<file path="src/rtl/axi_sink_pkg.sv">
// Shared types and AXI3 encodings for the burst write sink.
package axi_sink_pkg;

    typedef enum logic [1:0] {
        IDLE = 2'd0,
        DATA = 2'd1,
        RESP = 2'd2
    } state_t;

    localparam logic [1:0] BURST_FIXED = 2'b00;
    localparam logic [1:0] BURST_INCR  = 2'b01;
    localparam logic [1:0] BURST_WRAP  = 2'b10;

    localparam logic [1:0] RESP_OKAY   = 2'b00;
    localparam logic [1:0] RESP_SLVERR = 2'b10;

    localparam logic [2:0] SIZE_4B     = 3'b010;

endpackage

</file>
<file path="src/rtl/sink_strb_mem.sv">
// Byte-enable word array with one write port and a registered read-before-write read port.
module sink_strb_mem #(
    parameter int unsigned DATA_WIDTH = 32,
    parameter int unsigned DEPTH      = 64,
    parameter int unsigned AW         = $clog2(DEPTH)
) (
    input  logic                      clk,
    input  logic                      areset,
    input  logic                      we_i,
    input  logic [AW-1:0]             waddr_i,
    input  logic [DATA_WIDTH-1:0]     wdata_i,
    input  logic [DATA_WIDTH/8-1:0]   wstrb_i,
    input  logic [AW-1:0]             raddr_i,
    output logic [DATA_WIDTH-1:0]     rdata_o
);

    logic [DATA_WIDTH-1:0] mem_q [DEPTH];

    always_ff @(posedge clk) begin
        if (areset) begin
            for (int unsigned i = 0; i < DEPTH; i++) begin
                mem_q[i] <= '0;
            end
            rdata_o <= '0;
        end else begin
            // Non-blocking read sees the pre-write contents on a same-word collision.
            rdata_o <= mem_q[raddr_i];
            if (we_i) begin
                for (int unsigned b = 0; b < DATA_WIDTH / 8; b++) begin
                    if (wstrb_i[b]) begin
                        mem_q[waddr_i][b*8 +: 8] <= wdata_i[b*8 +: 8];
                    end
                end
            end
        end
    end

endmodule

</file>
<file path="src/rtl/s_axi_burst_sink.sv">
// AXI3 write-only slave: takes one burst at a time into a word array, answers with B and counts
// OKAY/SLVERR responses.
module s_axi_burst_sink
    import axi_sink_pkg::*;
#(
    parameter int unsigned DATA_WIDTH = 32,
    parameter int unsigned DEPTH      = 64,
    parameter logic [63:0] BASE_ADDR  = 64'h0
) (
    input  logic                       clk,
    input  logic                       areset,
    input  logic [3:0]                 awid_i,
    input  logic [63:0]                awaddr_i,
    input  logic [3:0]                 awlen_i,
    input  logic [2:0]                 awsize_i,
    input  logic [1:0]                 awburst_i,
    input  logic                       awvalid_i,
    output logic                       awready_o,
    input  logic [3:0]                 wid_i,
    input  logic [DATA_WIDTH-1:0]      wdata_i,
    input  logic [3:0]                 wstrb_i,
    input  logic                       wlast_i,
    input  logic                       wvalid_i,
    output logic                       wready_o,
    output logic [3:0]                 bid_o,
    output logic [1:0]                 bresp_o,
    output logic                       bvalid_o,
    input  logic                       bready_i,
    input  logic [$clog2(DEPTH)-1:0]   dbg_addr_i,
    output logic [DATA_WIDTH-1:0]      dbg_rdata_o,
    output logic [15:0]                burst_cnt_o,
    output logic [15:0]                err_cnt_o
);

    localparam int unsigned AW = $clog2(DEPTH);

    state_t      state_q;
    logic [3:0]  awid_q;
    logic [3:0]  awlen_q;
    logic [2:0]  awsize_q;
    logic [1:0]  awburst_q;
    logic [63:0] ptr_q;
    logic        aligned_q;
    logic [4:0]  beat_q;
    logic        err_q;
    logic        awready_q;
    logic        wready_q;
    logic        bvalid_q;
    logic [3:0]  bid_q;
    logic [1:0]  bresp_q;
    logic [15:0] burst_cnt_q;
    logic [15:0] err_cnt_q;

    logic [63:0] aw_offset;
    logic        aw_hs;
    logic        w_hs;
    logic        b_hs;
    logic        burst_ok;
    logic        ptr_in_range;
    logic        beat_ok;
    logic        wlast_err;
    logic        wr_en;

    assign aw_offset    = awaddr_i - BASE_ADDR;
    assign aw_hs        = awvalid_i & awready_q;
    assign w_hs         = wvalid_i & wready_q;
    assign b_hs         = bvalid_q & bready_i;
    assign burst_ok     = (awburst_q == BURST_FIXED) || (awburst_q == BURST_INCR);
    assign ptr_in_range = ptr_q < 64'(DEPTH);
    assign beat_ok      = (awsize_q == SIZE_4B) && burst_ok && ptr_in_range && aligned_q &&
                          (wid_i == awid_q) && (beat_q <= {1'b0, awlen_q});
    assign wlast_err    = beat_q != {1'b0, awlen_q};
    assign wr_en        = w_hs & beat_ok;

    always_ff @(posedge clk) begin
        if (areset) begin
            state_q     <= IDLE;
            awid_q      <= '0;
            awlen_q     <= '0;
            awsize_q    <= '0;
            awburst_q   <= '0;
            ptr_q       <= '0;
            aligned_q   <= 1'b0;
            beat_q      <= '0;
            err_q       <= 1'b0;
            awready_q   <= 1'b0;
            wready_q    <= 1'b0;
            bvalid_q    <= 1'b0;
            bid_q       <= '0;
            bresp_q     <= RESP_OKAY;
            burst_cnt_q <= '0;
            err_cnt_q   <= '0;
        end else begin
            unique case (state_q)
                IDLE: begin
                    if (aw_hs) begin
                        awid_q    <= awid_i;
                        awlen_q   <= awlen_i;
                        awsize_q  <= awsize_i;
                        awburst_q <= awburst_i;
                        ptr_q     <= aw_offset >> 2;
                        aligned_q <= aw_offset[1:0] == 2'b00;
                        beat_q    <= '0;
                        // WRAP and reserved bursts are rejected up front.
                        err_q     <= !((awburst_i == BURST_FIXED) || (awburst_i == BURST_INCR));
                        awready_q <= 1'b0;
                        wready_q  <= 1'b1;
                        state_q   <= DATA;
                    end else begin
                        awready_q <= 1'b1;
                    end
                end
                DATA: begin
                    if (w_hs) begin
                        // Saturate so overlong bursts never alias back into the valid range.
                        if (beat_q != 5'h1f) begin
                            beat_q <= beat_q + 5'd1;
                        end
                        if (awburst_q == BURST_INCR && ptr_in_range) begin
                            ptr_q <= ptr_q + 64'd1;
                        end
                        err_q <= err_q | ~beat_ok;
                        if (wlast_i) begin
                            wready_q <= 1'b0;
                            bvalid_q <= 1'b1;
                            bid_q    <= awid_q;
                            bresp_q  <= (err_q | ~beat_ok | wlast_err) ? RESP_SLVERR : RESP_OKAY;
                            state_q  <= RESP;
                        end
                    end
                end
                RESP: begin
                    if (b_hs) begin
                        bvalid_q <= 1'b0;
                        if (bresp_q == RESP_OKAY) begin
                            burst_cnt_q <= burst_cnt_q + 16'd1;
                        end else begin
                            err_cnt_q <= err_cnt_q + 16'd1;
                        end
                        awready_q <= 1'b1;
                        state_q   <= IDLE;
                    end
                end
                default: state_q <= IDLE;
            endcase
        end
    end

    sink_strb_mem #(
        .DATA_WIDTH (DATA_WIDTH),
        .DEPTH      (DEPTH),
        .AW         (AW)
    ) u_mem (
        .clk     (clk),
        .areset  (areset),
        .we_i    (wr_en),
        .waddr_i (ptr_q[AW-1:0]),
        .wdata_i (wdata_i),
        .wstrb_i (wstrb_i),
        .raddr_i (dbg_addr_i),
        .rdata_o (dbg_rdata_o)
    );

    assign awready_o   = awready_q;
    assign wready_o    = wready_q;
    assign bvalid_o    = bvalid_q;
    assign bid_o       = bid_q;
    assign bresp_o     = bresp_q;
    assign burst_cnt_o = burst_cnt_q;
    assign err_cnt_o   = err_cnt_q;

endmodule
</file>
<file path="config.mk">
export PLATFORM = sky130hd
export DESIGN_NAME = s_axi_burst_sink
export DESIGN_NICKNAME = d
export VERILOG_FILES = /design/src/rtl/axi_sink_pkg.sv /design/src/rtl/sink_strb_mem.sv /design/src/rtl/s_axi_burst_sink.sv
export SDC_FILE = /design/constraint.sdc
export NUM_CORES = 2
export LEC_CHECK = 0
export BUFFER_PORTS_ARGS = -buffer_cell sky130_fd_sc_hd__buf_2
export CORE_MARGIN = 8
export CORE_UTILIZATION = 35
export CTS_CLUSTER_DIAMETER = 150
export CTS_CLUSTER_SIZE = 12
export DETAILED_ROUTE_END_ITERATION = 10
export GPL_TIMING_DRIVEN = 0
export PLACE_DENSITY_LB_ADDON = 0.1
export SYNTH_ARGS = -nofsm -noshare
export SYNTH_HDL_FRONTEND = slang
export SYNTH_HIERARCHICAL = 1
export SYNTH_SLANG_ARGS = --single-unit
</file>
<file path="constraint.sdc">
create_clock -name clk -period 3.1 [get_ports clk]
set_input_delay 0.31 -clock clk [delete_from_list [all_inputs] [get_ports clk]]
set_output_delay 0.31 -clock clk [all_outputs]
set_load 0.005 [all_outputs]
</file>
==> metrics.md <==
| Metric | Value |
|---|---|
| Startpoint Class | `input port` |
| Met1 wire length | `192,000 um` |
| Via Count | `71,100` |
| Syn-to-layout area delta | `19.0%` |
| Seq pwr share | `0.518` |
| Overflow after GRT | `0` |
| Sw Ratio | `0.264` |
| Crit path kind | `in2reg` |
| # DRC | `0` |
| Drt first pass iters | `6` |
| Post-synth top cells | `and2_1, edfxtp_1, mux4_2` |
| IO Count | `around 200` |
| Antenna viol nets, final | `0` |
| Mapped Area | `around 100,000 um2` |
| Main area contributors after synthesis | `edfxtp_1, and2_1, mux4_2` |
| Final wirelength | `~520,000 um` |
| Netlist cell types | `75` |
| Initial Util | `0.351` |
| Post-synth EDFFs | `between 2,000 and 2,500` |
| Final setup violation count | `roughly 4,100` |
| Hold Path Sink | `err_q` |
| Met2 WL post-DR | `216,000 um` |
| Row cnt | `around 200` |
| Slew headroom | `-0.134` |
| H-tree levels | `4` |
| WL/cell | `43.9 um` |
| Peak VDD IR | `0.000441 V` |
| Min-delay worst type | `in2reg` |
| Worst R2R Setup Slack | `-0.54 ns` |
| Die height | `roughly 560 um` |
| Actual slew at the worst max-slew pin | `about 1.7 ns` |
| Achievable Freq | `between 200 and 300 MHz` |
| Hpwl dp | `around 340,000 um` |
| Clock sinks | `2,206` |
| Max-slew violation count | `104` |
| Status | `complete, but fails checks` |
| Reg2reg end | `u_mem/mem_q[30][3]` |
| Max-Cap Viols | `11` |
| Die width | `555 um` |
| Finished Core Util | `0.417` |
| Cell Pwr Density | `538 nW/um2` |
| Die area | `approximately 310,000 um2` |
| Synthesized flop and latch total | `about 2,200` |
| Final Worst Setup Slack | `-0.789 ns` |
| 1st-iter DRT viols | `~11,000` |
| Post-synth top flop | `edfxtp_1` |
| Antenna violations before repair | `between 70 and 80` |
| Failing checks | `capacitance limit, slew limit, setup timing` |
| Core area | `290,000 um2` |
| Clock power frac | `0.371` |
| P_leak | `around 43 nW` |
| Comb power frac | `0.111` |
| Vias per inst | `6.02` |
| Top Metal Used | `met5` |
| Synth top area share | `0.604` |
| RSZ-0062 raised after global routing | `yes` |
| Fin crit period | `3.89 ns` |
| Cell area after placement | `around 110,000 um2` |
| Hold path startpoint | `wid_i[0]` |
| CTS buffer count | `205` |
| Worst-Skew Late Latency | `between 0.9 and 1 ns` |
| Hold path cells | `6` |
| Critical Path AT | `around 4.5 ns` |
| IO Port Bufs | `about 160` |
| Clock Pin Slew Worst Setup and Hold Paths | `roughly 0.070 ns` |
| Post-route clock period utilization | `1.25` |
| DR WL met3 | `~65,000 um` |
| P_sw | `about 17 mW` |
| Max Buffers Root-to-Sink | `4` |
| Post-synthesis average cell area | `around 15 um2` |
| Synth area leader | `edfxtp_1` |
| CTS root buf | `clkbuf_16` |
| First-pass GRT wire length | `around 670,000 um` |
| Required time of the worst setup path | `3.74 ns` |
| Reg2Reg Depth | `6` |
| Ys async rst share | `0` |
| Syn Nets | `7,117` |
| Clock skew | `roughly 0.047 ns` |
| Design Area, Final | `121,000 um2` |
| Largest net degree at the start of global routing | `16` |
| Routability congestion estimate | `about 0.96` |
| Reg2reg start | `ptr_q[2]` |
| Hold Fails Final Rpt | `0` |
| Share of cells above drive strength 1 | `0.273` |
| GRT Util Overall | `0.326` |
| Endpoint class of the critical path | `register` |
| Vias in the first global route | `between 60,000 and 70,000` |
| Final-stage net count | `around 8,000` |
| Syn Inst Count | `6,979` |
| Internal power | `about 48 mW` |
| Count leader, synth | `and2_1` |
| Sequential area share after synthesis | `0.635` |
| Critical path fanouts, max | `10` |
| CTS tree | `built` |
| Synth Warn # | `6` |
-- power groups by stage --
stage / combinational, mW / clock (mW) / sequential [mW]
3_3_place_gp: 6.42 / 0 / 34.4
6_report: 7.23 / 24.1 / 33.8
2_1_floorplan: 2.89 / 0 / 34.2
3_5_place_dp: 6.51 / 0 / 34.4
5_1_grt: 7.09 / 25.4 / 33.8
4_1_cts: 6.90 / 24.4 / 33.8
-- critical path, stage by stage --
cell      delay [ns]
buf_2           0.31
inv_2           0.61
clkbuf_2        0.86
nand2_1         0.88
o21ai_0         0.97
o21ai_0         0.48
-- layer usage --
layer,up-vias,global-route usage
li1,27200,-
met5,-,0
met4,18,0.225
met3,1267,0.113
met2,5155,0.467
met1,37500,0.414
-- per-stage QoR --
step	power, mW	std cells	worst slack (ns)	hold slack (ns)	TNS (ns)
2_1_floorplan	37.1	6979	0.115	0.430	0
3_3_place_gp	40.8	11000	-3.64	0.443	-
3_5_place_dp	40.9	11100	-2.88	0.447	-9281.33
4_1_cts	65.1	11700	-0.493	0.00587	-1363.44
5_1_grt	66.3	11800	-0.535	0.0743	-1661.62
6_report	65.1	11800	-0.789	0.0647	-1208.41
-- worst max path at each step --
stage | start | endpoint | slack (ns) | depth (start not counted)
after detailed placement | ptr_q[35] | u_mem/mem_q[62][13] | -2.88 | 12
after floorplan | ptr_q[21] | u_mem/mem_q[18][0] | 0.12 | 12
after global placement | dbg_addr_i[2] | u_mem/rdata_o[1] | -3.64 | 8
final | dbg_addr_i[3] | u_mem/rdata_o[10] | -0.79 | 6
after global routing | ptr_q[56] | u_mem/mem_q[33][17] | -0.54 | 14
after CTS | ptr_q[31] | u_mem/mem_q[40][9] | -0.49 | 12
-- cell type report --
type                            instances  area (um2)
Sequential cell                      2206       64700
Inverter                               13        48.8
Clock buffer                          305        5660
Multi-Input combinational cell       4260       38000
Clock inverter                          4        42.5
Fill cell                           26800      169000
Timing Repair Buffer                  578        4760
Tap cell                             3900        4880
Buffer                                504        2960
Antenna cell                           40         100
-- timing repair --
item,4_1_cts,5_1_grt
pin swaps,303,27
resized for setup,1007,60
endpoints found under the hold margin,86,0
setup buffers,260,28
hold buffers,86,0
endpoints found under the setup margin,4128,4174
gates cloned,12,7
-- cell families after synthesis --
logic type      synth area share
simple gates               0.181
buf+inv                   0.0224
compound gates            0.0211
xor+xnor                 0.00301
flops                      0.635
mux                        0.136
other cells            0.0000368
fa+ha+maj                0.00111
-- registers in the layout (all words and copies together), names as in the netlist, 3 cells and up --
| register | flops |
|---|---|
| u_mem/mem_q | 2048 |
| ptr_q | 64 |
| u_mem/rdata_o | 32 |
| burst_cnt_o | 16 |
| err_cnt_o | 16 |
| beat_q | 5 |
| awid_q | 4 |
| awlen_q | 4 |
| bid_o | 4 |
| awsize_q | 3 |
-- cell usage in the layout, fill, tap and decap left out, types with 33 or more instances in the layout --
master / count
diode_2: 40
buf_1: 34
clkbuf_1: 346
nand2_1: 208
dfxtp_1: 143
nor2_1: 104
a21oi_1: 82
nor2_4: 256
o21ai_0: 35
dlygate4sd3_1: 86
nor3_1: 33
mux4_2: 563
or2_4: 246
and2_1: 2057
a211oi_1: 43
buf_4: 344
buf_2: 209
nand2_2: 61
clkbuf_16: 235
nand3_1: 53
clkbuf_2: 51
edfxtp_1: 2048
mux2i_1: 96
Power figures use the tool's default switching activity.
